[src/rtl/spi_byte_engine_if.sv]
// Byte handshake bundle between the SD sequencer (master) and the SPI byte engine (slave).
interface spi_byte_engine_if;
   logic [7:0] SendData;
   logic       SendReq;
   logic       SendAck;
   logic [7:0] RecvData;
   logic       RecvAdv;
   logic       RecvAck;

   modport master (output SendData, SendReq, RecvAck, input SendAck, RecvData, RecvAdv);
   modport slave  (input SendData, SendReq, RecvAck, output SendAck, RecvData, RecvAdv);
endinterface

[src/rtl/spi_byte_engine.sv]
// SPI mode-0 byte engine: continuous MSB-first frames, filler 0xFF when nothing is offered.
// Define SPI_BYTE_ENGINE_OVERRUN_EN to add the sticky Overrun output.
//
// state       | meaning
// ST_BOUNDARY | sample Enable/Speed, load transmit byte, first divider cycle
// ST_SHIFT    | clocking the remaining half-periods of the frame
module spi_byte_engine #(
   parameter int unsigned SLOW_DIV = 104,
   parameter int unsigned FAST_DIV = 2
) (
   input  logic Clk,
   input  logic Reset,
   input  logic Enable,
   input  logic Speed,
   spi_byte_engine_if.slave host,
   output logic SCLK,
   output logic MOSI,
   input  logic MISO,
   output logic SCE
`ifdef SPI_BYTE_ENGINE_OVERRUN_EN
   ,
   output logic Overrun
`endif
);

   localparam logic [9:0] SLOW_W = 10'(SLOW_DIV);
   localparam logic [9:0] FAST_W = 10'(FAST_DIV);

   typedef enum logic {ST_BOUNDARY, ST_SHIFT} state_t;

   state_t     state_q, state_d;
   logic [9:0] div_q, div_d, cnt_q, cnt_d, cnt_eff, div_sel;
   logic [2:0] bit_q, bit_d;
   logic [7:0] tx_q, tx_d, rx_q, rx_d, rdata_q, rdata_d;
   logic       sclk_q, sclk_d, mosi_q, mosi_d, sce_q, sce_d, en_q, en_d;
   logic       ack_q, ack_d, adv_q, adv_d;
   logic       toggle, frame_end, accept;

   always_comb begin
      state_d = state_q;
      div_d   = div_q;
      bit_d   = bit_q;
      tx_d    = tx_q;
      rx_d    = rx_q;
      rdata_d = rdata_q;
      sclk_d  = sclk_q;
      mosi_d  = mosi_q;
      sce_d   = sce_q;
      en_d    = en_q;
      ack_d   = ack_q;
      adv_d   = adv_q;
      accept  = 1'b0;
      div_sel = Speed ? FAST_W : SLOW_W;
      cnt_eff = cnt_q;

      if (!host.SendReq) ack_d = 1'b0;

      // The boundary cycle is also the first count of the first low half-period.
      if (state_q == ST_BOUNDARY) begin
         div_d   = div_sel;
         en_d    = Enable;
         sce_d   = ~Enable;
         accept  = Enable & host.SendReq & ~ack_q;
         tx_d    = accept ? host.SendData : 8'hFF;
         mosi_d  = tx_d[7];
         cnt_eff = div_sel - 10'd1;
         state_d = ST_SHIFT;
         if (accept) ack_d = 1'b1;
      end

      toggle    = (cnt_eff == 10'd0);
      cnt_d     = toggle ? (div_d - 10'd1) : (cnt_eff - 10'd1);
      frame_end = toggle & sclk_q & (bit_q == 3'd7);

      if (toggle) begin
         sclk_d = ~sclk_q;
         if (!sclk_q) begin
            rx_d = {rx_q[6:0], MISO};
         end else begin
            bit_d  = bit_q + 3'd1;
            tx_d   = {tx_q[6:0], 1'b1};
            mosi_d = tx_d[7];
         end
      end

      if (frame_end) begin
         state_d = ST_BOUNDARY;
         if (en_q) begin
            rdata_d = rx_q;
            adv_d   = 1'b1;
         end
      end
      if (host.RecvAck) adv_d = 1'b0;
   end

   always_ff @(posedge Clk) begin
      if (Reset) begin
         state_q <= ST_BOUNDARY;
         div_q   <= SLOW_W;
         cnt_q   <= 10'd0;
         bit_q   <= 3'd0;
         tx_q    <= 8'hFF;
         rx_q    <= 8'hFF;
         rdata_q <= 8'hFF;
         sclk_q  <= 1'b0;
         mosi_q  <= 1'b1;
         sce_q   <= 1'b1;
         en_q    <= 1'b0;
         ack_q   <= 1'b0;
         adv_q   <= 1'b0;
      end else begin
         state_q <= state_d;
         div_q   <= div_d;
         cnt_q   <= cnt_d;
         bit_q   <= bit_d;
         tx_q    <= tx_d;
         rx_q    <= rx_d;
         rdata_q <= rdata_d;
         sclk_q  <= sclk_d;
         mosi_q  <= mosi_d;
         sce_q   <= sce_d;
         en_q    <= en_d;
         ack_q   <= ack_d;
         adv_q   <= adv_d;
      end
   end

`ifdef SPI_BYTE_ENGINE_OVERRUN_EN
   logic ovr_q, ovr_d;

   always_comb begin
      ovr_d = ovr_q | (frame_end & en_q & adv_q);
   end

   always_ff @(posedge Clk) begin
      if (Reset) ovr_q <= 1'b0;
      else       ovr_q <= ovr_d;
   end

   assign Overrun = ovr_q;
`endif

   assign SCLK          = sclk_q;
   assign MOSI          = mosi_q;
   assign SCE           = sce_q;
   assign host.SendAck  = ack_q;
   assign host.RecvAdv  = adv_q;
   assign host.RecvData = rdata_q;

endmodule
[src/flat_wrapper.sv]
// flat-port wrapper written by rule: the top's interface ports become plain ports
module spi_byte_engine_flat 
#(
   parameter int unsigned SLOW_DIV = 104,
   parameter int unsigned FAST_DIV = 2
)
  (Clk, Reset, Enable, Speed, SCLK, MOSI, MISO, SCE, host_SendData, host_SendReq, host_RecvAck, host_SendAck, host_RecvData, host_RecvAdv);
  spi_byte_engine_if host_i ();
  input  logic Clk;
  input  logic Reset;
  input  logic Enable;
  input  logic Speed;
  output logic SCLK;
  output logic MOSI;
  input  logic MISO;
  output logic SCE;
  input wire logic [$bits(host_i.SendData)-1:0] host_SendData;
  input wire logic [$bits(host_i.SendReq)-1:0] host_SendReq;
  input wire logic [$bits(host_i.RecvAck)-1:0] host_RecvAck;
  output wire logic [$bits(host_i.SendAck)-1:0] host_SendAck;
  output wire logic [$bits(host_i.RecvData)-1:0] host_RecvData;
  output wire logic [$bits(host_i.RecvAdv)-1:0] host_RecvAdv;
  assign host_i.SendData = host_SendData;
  assign host_i.SendReq = host_SendReq;
  assign host_i.RecvAck = host_RecvAck;
  assign host_SendAck = host_i.SendAck;
  assign host_RecvData = host_i.RecvData;
  assign host_RecvAdv = host_i.RecvAdv;
  spi_byte_engine #(.SLOW_DIV(SLOW_DIV), .FAST_DIV(FAST_DIV)) u_core (.Clk(Clk), .Reset(Reset), .Enable(Enable), .Speed(Speed), .host(host_i), .SCLK(SCLK), .MOSI(MOSI), .MISO(MISO), .SCE(SCE));
endmodule
[config.mk]
export PLATFORM = sky130hd
export DESIGN_NAME = spi_byte_engine_flat
export DESIGN_NICKNAME = d
export VERILOG_FILES = /design/src/rtl/spi_byte_engine_if.sv /design/src/rtl/spi_byte_engine.sv /design/src/flat_wrapper.sv
export SDC_FILE = /design/constraint.sdc
export NUM_CORES = 1
export LEC_CHECK = 0
export ABC_AREA = 1
export CAP_MARGIN = 0
export CORE_ASPECT_RATIO = 1.75
export CORE_MARGIN = 2
export CORE_UTILIZATION = 42
export DETAILED_ROUTE_END_ITERATION = 10
export GPL_TIMING_DRIVEN = 1
export RECOVER_POWER = 25
export SYNTH_ARGS = -nofsm -noshare
export SYNTH_HDL_FRONTEND = slang
export SYNTH_SLANG_ARGS = --single-unit
[constraint.sdc]
create_clock -name Clk -period 3 [get_ports Clk]
set_clock_uncertainty 0.2 [all_clocks]
set_input_delay 0.3 -clock Clk [delete_from_list [all_inputs] [get_ports Clk]]
set_output_delay 0.3 -clock Clk [all_outputs]
set_load 0.02 [all_outputs]
* Yosys cells after proc, flatten, opt, wreduce, memory -nomap -nowiden
Index checks and enable logic that the tools add are counted.
Storage, ports and cells: output and inout bits 13, register bits 54, word-level logic and storage cells 45, input port bits 15
Cells by class: eq/ne operators 1, reduce and logical (&&, ||, !) cells 5, add/sub/neg operators 4, muxes and demuxes 15, bitwise operators 7
Operators with widths (count):
- two-way mux 8 bit | 4
- two-way mux 10 bit | 3
- subtractor 10 x 1 -> 10 bit, second input constant | 3
- logical NOT 10 bit | 1
- two-way mux 1 bit | 7
- two-way mux 7 bit | 1
- AND reduction 2 bit | 3
- AND 1 bit | 4
- adder 3 x 1 -> 3 bit, second input constant | 1
- equality test 3 bit, second input constant | 1
- NOT 1 bit | 3
- OR reduction 2 bit | 1

* Depth between registers and ports, before layout
depth in word-level cells 7, gate-level depth with buffers 14

* Worst setup path before layout
Ideal clock, no wire load.
path type reg2reg, from register u_core.state_q, to register u_core.cnt_q[6], library setup time 118 ps, data arrival time 1662 ps, path buffers 2, period minus slack after synthesis 1980 ps, stages on the path, launching flop included 14, slack 1020 ps, path through dfxtp_1 buf_6 buf_8 nand2_8 nand2_4 nor3_4 nand2_1 nand2_1 nand2_2 ha_1 nand3_2 nor2_1 o21ai_0 nor2_1
Between the ends: word-level cells in the longest chain between the ends 3, elaborated cells between the ends (all ways) 6
Ends and longest elaborated chain:
- start: declaration | line spi_byte_engine.sv:31 | state_t state_q, state_d;
- start signal: assignment | line spi_byte_engine.sv:112 | state_q <= state_d;
- two-way mux 10 bit | line spi_byte_engine.sv:59 | if (state_q == ST_BOUNDARY) begin
- subtractor 10 x 1 -> 10 bit / logical NOT 10 bit (equally long branches) | line spi_byte_engine.sv:72, spi_byte_engine.sv:71
- two-way mux 10 bit (*) | line spi_byte_engine.sv:72 | cnt_d = toggle ? (div_d - 10'd1) : (cnt_eff - 10'd1);
- end signal: assignment | line spi_byte_engine.sv:114 | cnt_q <= cnt_d;
- end: declaration | line spi_byte_engine.sv:32 | logic [9:0] div_q, div_d, cnt_q, cnt_d, cnt_eff, div_sel;
Every way passes the cells marked *; elsewhere a longest branch is shown, timed or not. A chain may end at the register's enable or synchronous reset.

* Worst setup path after layout
Ends and elaborated chain as after synthesis.

==> flow_summary.ini <==
[run_status]
outcome = complete, no violations

[cts]
cts_resized = 0
cts_buffers = 5
cts_setup_buffers = 0
cts.sinks = 53
root_buffer = clkbuf_8
cts_hold_buffers = 0
htreeDepth = 2
cts_tree = done
clock_latency_ns = 0.31
clk_pin_slew_ns = 0.10
cts_buffer_depth = 2

[cells_and_area]
final_cell_area_um2 = 2850
drive_gt1_frac = 0.115
nets = 356
syn_to_final_growth_pct = 16.6
fill_cells = 605
layout_commonest_cell = nand2_1
antenna_cells = 0
final_cell_mix = 65 x nand2_1, 53 x dfxtp_1, 45 x nor2_1

[detailed_routing]
wl_per_cell_um = 12.6
ant_nets = 0
drt_wl_total_um = 5240
drt_iter0_markers = 51
post-route-drc-count = 0
firstDrtPassIters = 4
drt-vias-per-instance = 5.00
vias = 2073

[die]
die_w_um = 61.6
core_area_um2 = 5590
start_util = 0.437
rows = 36
fp.dieArea_um2 = 6460
fp.dieH_um = 105
num_io_pins = 28

[critical_path]
critPathTopFamily = simple AND/OR/NAND/NOR gates
arrival_ns = 2.57
end_kind = register
cp-start-kind = register
cpPeakStageDelay_ns = 0.34
criticalPathCategory = reg2reg
worstPathCellList = buf_4, inv_1, nand2_1, nand3_1, nor2_2, nand2_1, nand2_1, nand2_2, ha_1, nand3_2, nor2_1, o21ai_0, nor2_1
cp_slowest_cell = dfxtp_1
cp.required_ns = 3.01
crit_fanout = 23
critPathBufInv = 2
cpMostUsedCell = nand2_1

[sta]
drv_slew = 0
rsz0062_at_grt = no
timing.fmax_mhz = 390
slew_headroom = 0.267
worst_pin_slew_ns = 1.10
hold_viol_final = 0
fin_setup_tns_ns = 0
post-route-period-util = 0.855
min_period_ns = 2.56
setup_violations = 0

[synthesis]
ys_seq_area_frac = 0.435
ys_seq_elements = 53
synth_cell_type_count = 36
ys_async_sr_fraction = 0
yosys_warnings = 0
synthCells = 312
synth-edff-count = 0
synth_area_leaders = dfxtp_1 43%, nand2_1 10%, nor2_1 6.8%, a21oi_1 4.3%, inv_1 4.2%
synth_largest_area_cell = dfxtp_1
syn_area_um2 = 2440
syn_nets = 330
yosysTopAreaCellShare = 0.435
synth.avg_cell_area_um2 = 7.82
synth_ff_type = dfxtp_1

[power]
pwr_density_cell_nw_per_um2 = 596
p_leak_nw = 1.30
irDropWorstVdd_mv = 0.320

[global_route]
antenna_found_initial = 0
grt_pass1_wl_um = 8890
grt_pass1_vias = 1977
grt-ovfl-total = 0
grt_usage = 0.180
grt_start_max_net_pins = 24

[job]
drv_cap = 0

[placement]
hpwl_um = 3900
placed_area_um2 = 2770
gp_congestion = 0.865
io_buffers = 27

[min_path]
hold_path.class = reg2reg
-- worst paths after layout --
check	startpoint	endpoint	slack, ns	depth (start not counted)
setup / recovery	u_core.state_q	u_core.cnt_q[6]	0.44	13
hold reg to reg	u_core.div_q[0]	u_core.div_q[0]	0.25	2
hold / removal	u_core.div_q[0]	u_core.div_q[0]	0.25	2
setup reg to reg	u_core.state_q	u_core.cnt_q[6]	0.44	13
-- worst min-delay path: stages, from the launching register on --
cell	delay [ns]
dfxtp_1	0.31
nand2_1	0.07
nor2_1	0.04
-- final cells by class --
type	count	area (µm²)	area share
Clock buffer	6	72.6	0.0255
Inverter	30	113	0.0396
Clock inverter	2	15.0	0.00527
Multi-Input combinational cell	214	1170	0.411
Timing Repair Buffer	34	319	0.112
Tap cell	76	95.1	0.0334
Sequential cell	53	1060	0.373
-- registers in the layout, summed over array words and instances (netlist names) --
signal	count
u_core.MOSI	1
u_core.tx_q	7
u_core.host.SendAck	1
u_core.state_q	1
u_core.cnt_q	10
u_core.host.RecvAdv	1
u_core.en_q	1
u_core.SCE	1
u_core.SCLK	1
u_core.div_q	10
u_core.bit_q	3
u_core.rx_q	8
u_core.host.RecvData	8
-- synthesized netlist by cell type, types with 2 or more instances --
cell      number
a21oi_1       21
dfxtp_1       53
inv_1         27
o21ai_0        7
o21ai_1        4
buf_1          2
nor2_4         4
clkbuf_1       5
nand2_1       65
nand3_4        2
nor2_2         4
nor2_1        44
ha_1           3
nand4_1        7
o211ai_1       7
nand3_1        9
inv_2          2
nor3_1         2
nand3_2        2
o211ai_2       7
nand2_2        3
o31ai_1        7
buf_6          2
nor4_1         7
buf_2          5
-- per-layer routing --
metal,GRT usage,vias up,part of all wire
met5,0,-,0
met4,0.0988,0,0.047
met3,0.0359,18,0.028
met2,0.292,37,0.52
met1,0.211,934,0.41
li1,-,1084,-
-- through the flow --
stage	std cells	total power, mW	util	setup WS, ns	hold WS (ns)
3_3_place_gp	407	1.31	0.496	0.494	0.237
3_5_place_dp	407	1.31	0.496	0.422	0.244
5_1_grt	415	1.81	0.510	0.130	0.280
4_1_cts	415	1.72	0.512	0.510	0.259
6_report	415	1.70	0.510	0.436	0.255
2_1_floorplan	312	1.19	-	1.02	0.173
-- cells by family (layout without fill, tap and decap cells) --
group	after synthesis	in the layout	share of synthesized area
AND/OR/NAND/NOR	154	154	0.310
buffers and inverters	45	72	0.0825
adder cells (fa/ha/maj)	3	3	0.0154
flip-flops	53	53	0.435
AO/OA/AOI/OAI	57	57	0.158
-- where the power goes --
part	leakage (nW)	internal (mW)	total, mW	switching [mW]
registers	0.433	0.776	0.821	0.0451
logic	0.827	0.169	0.471	0.303
clock network	0.0374	0.165	0.405	0.240
total	1.30	1.11	1.70	0.587
Power figures use the tool's default switching activity.
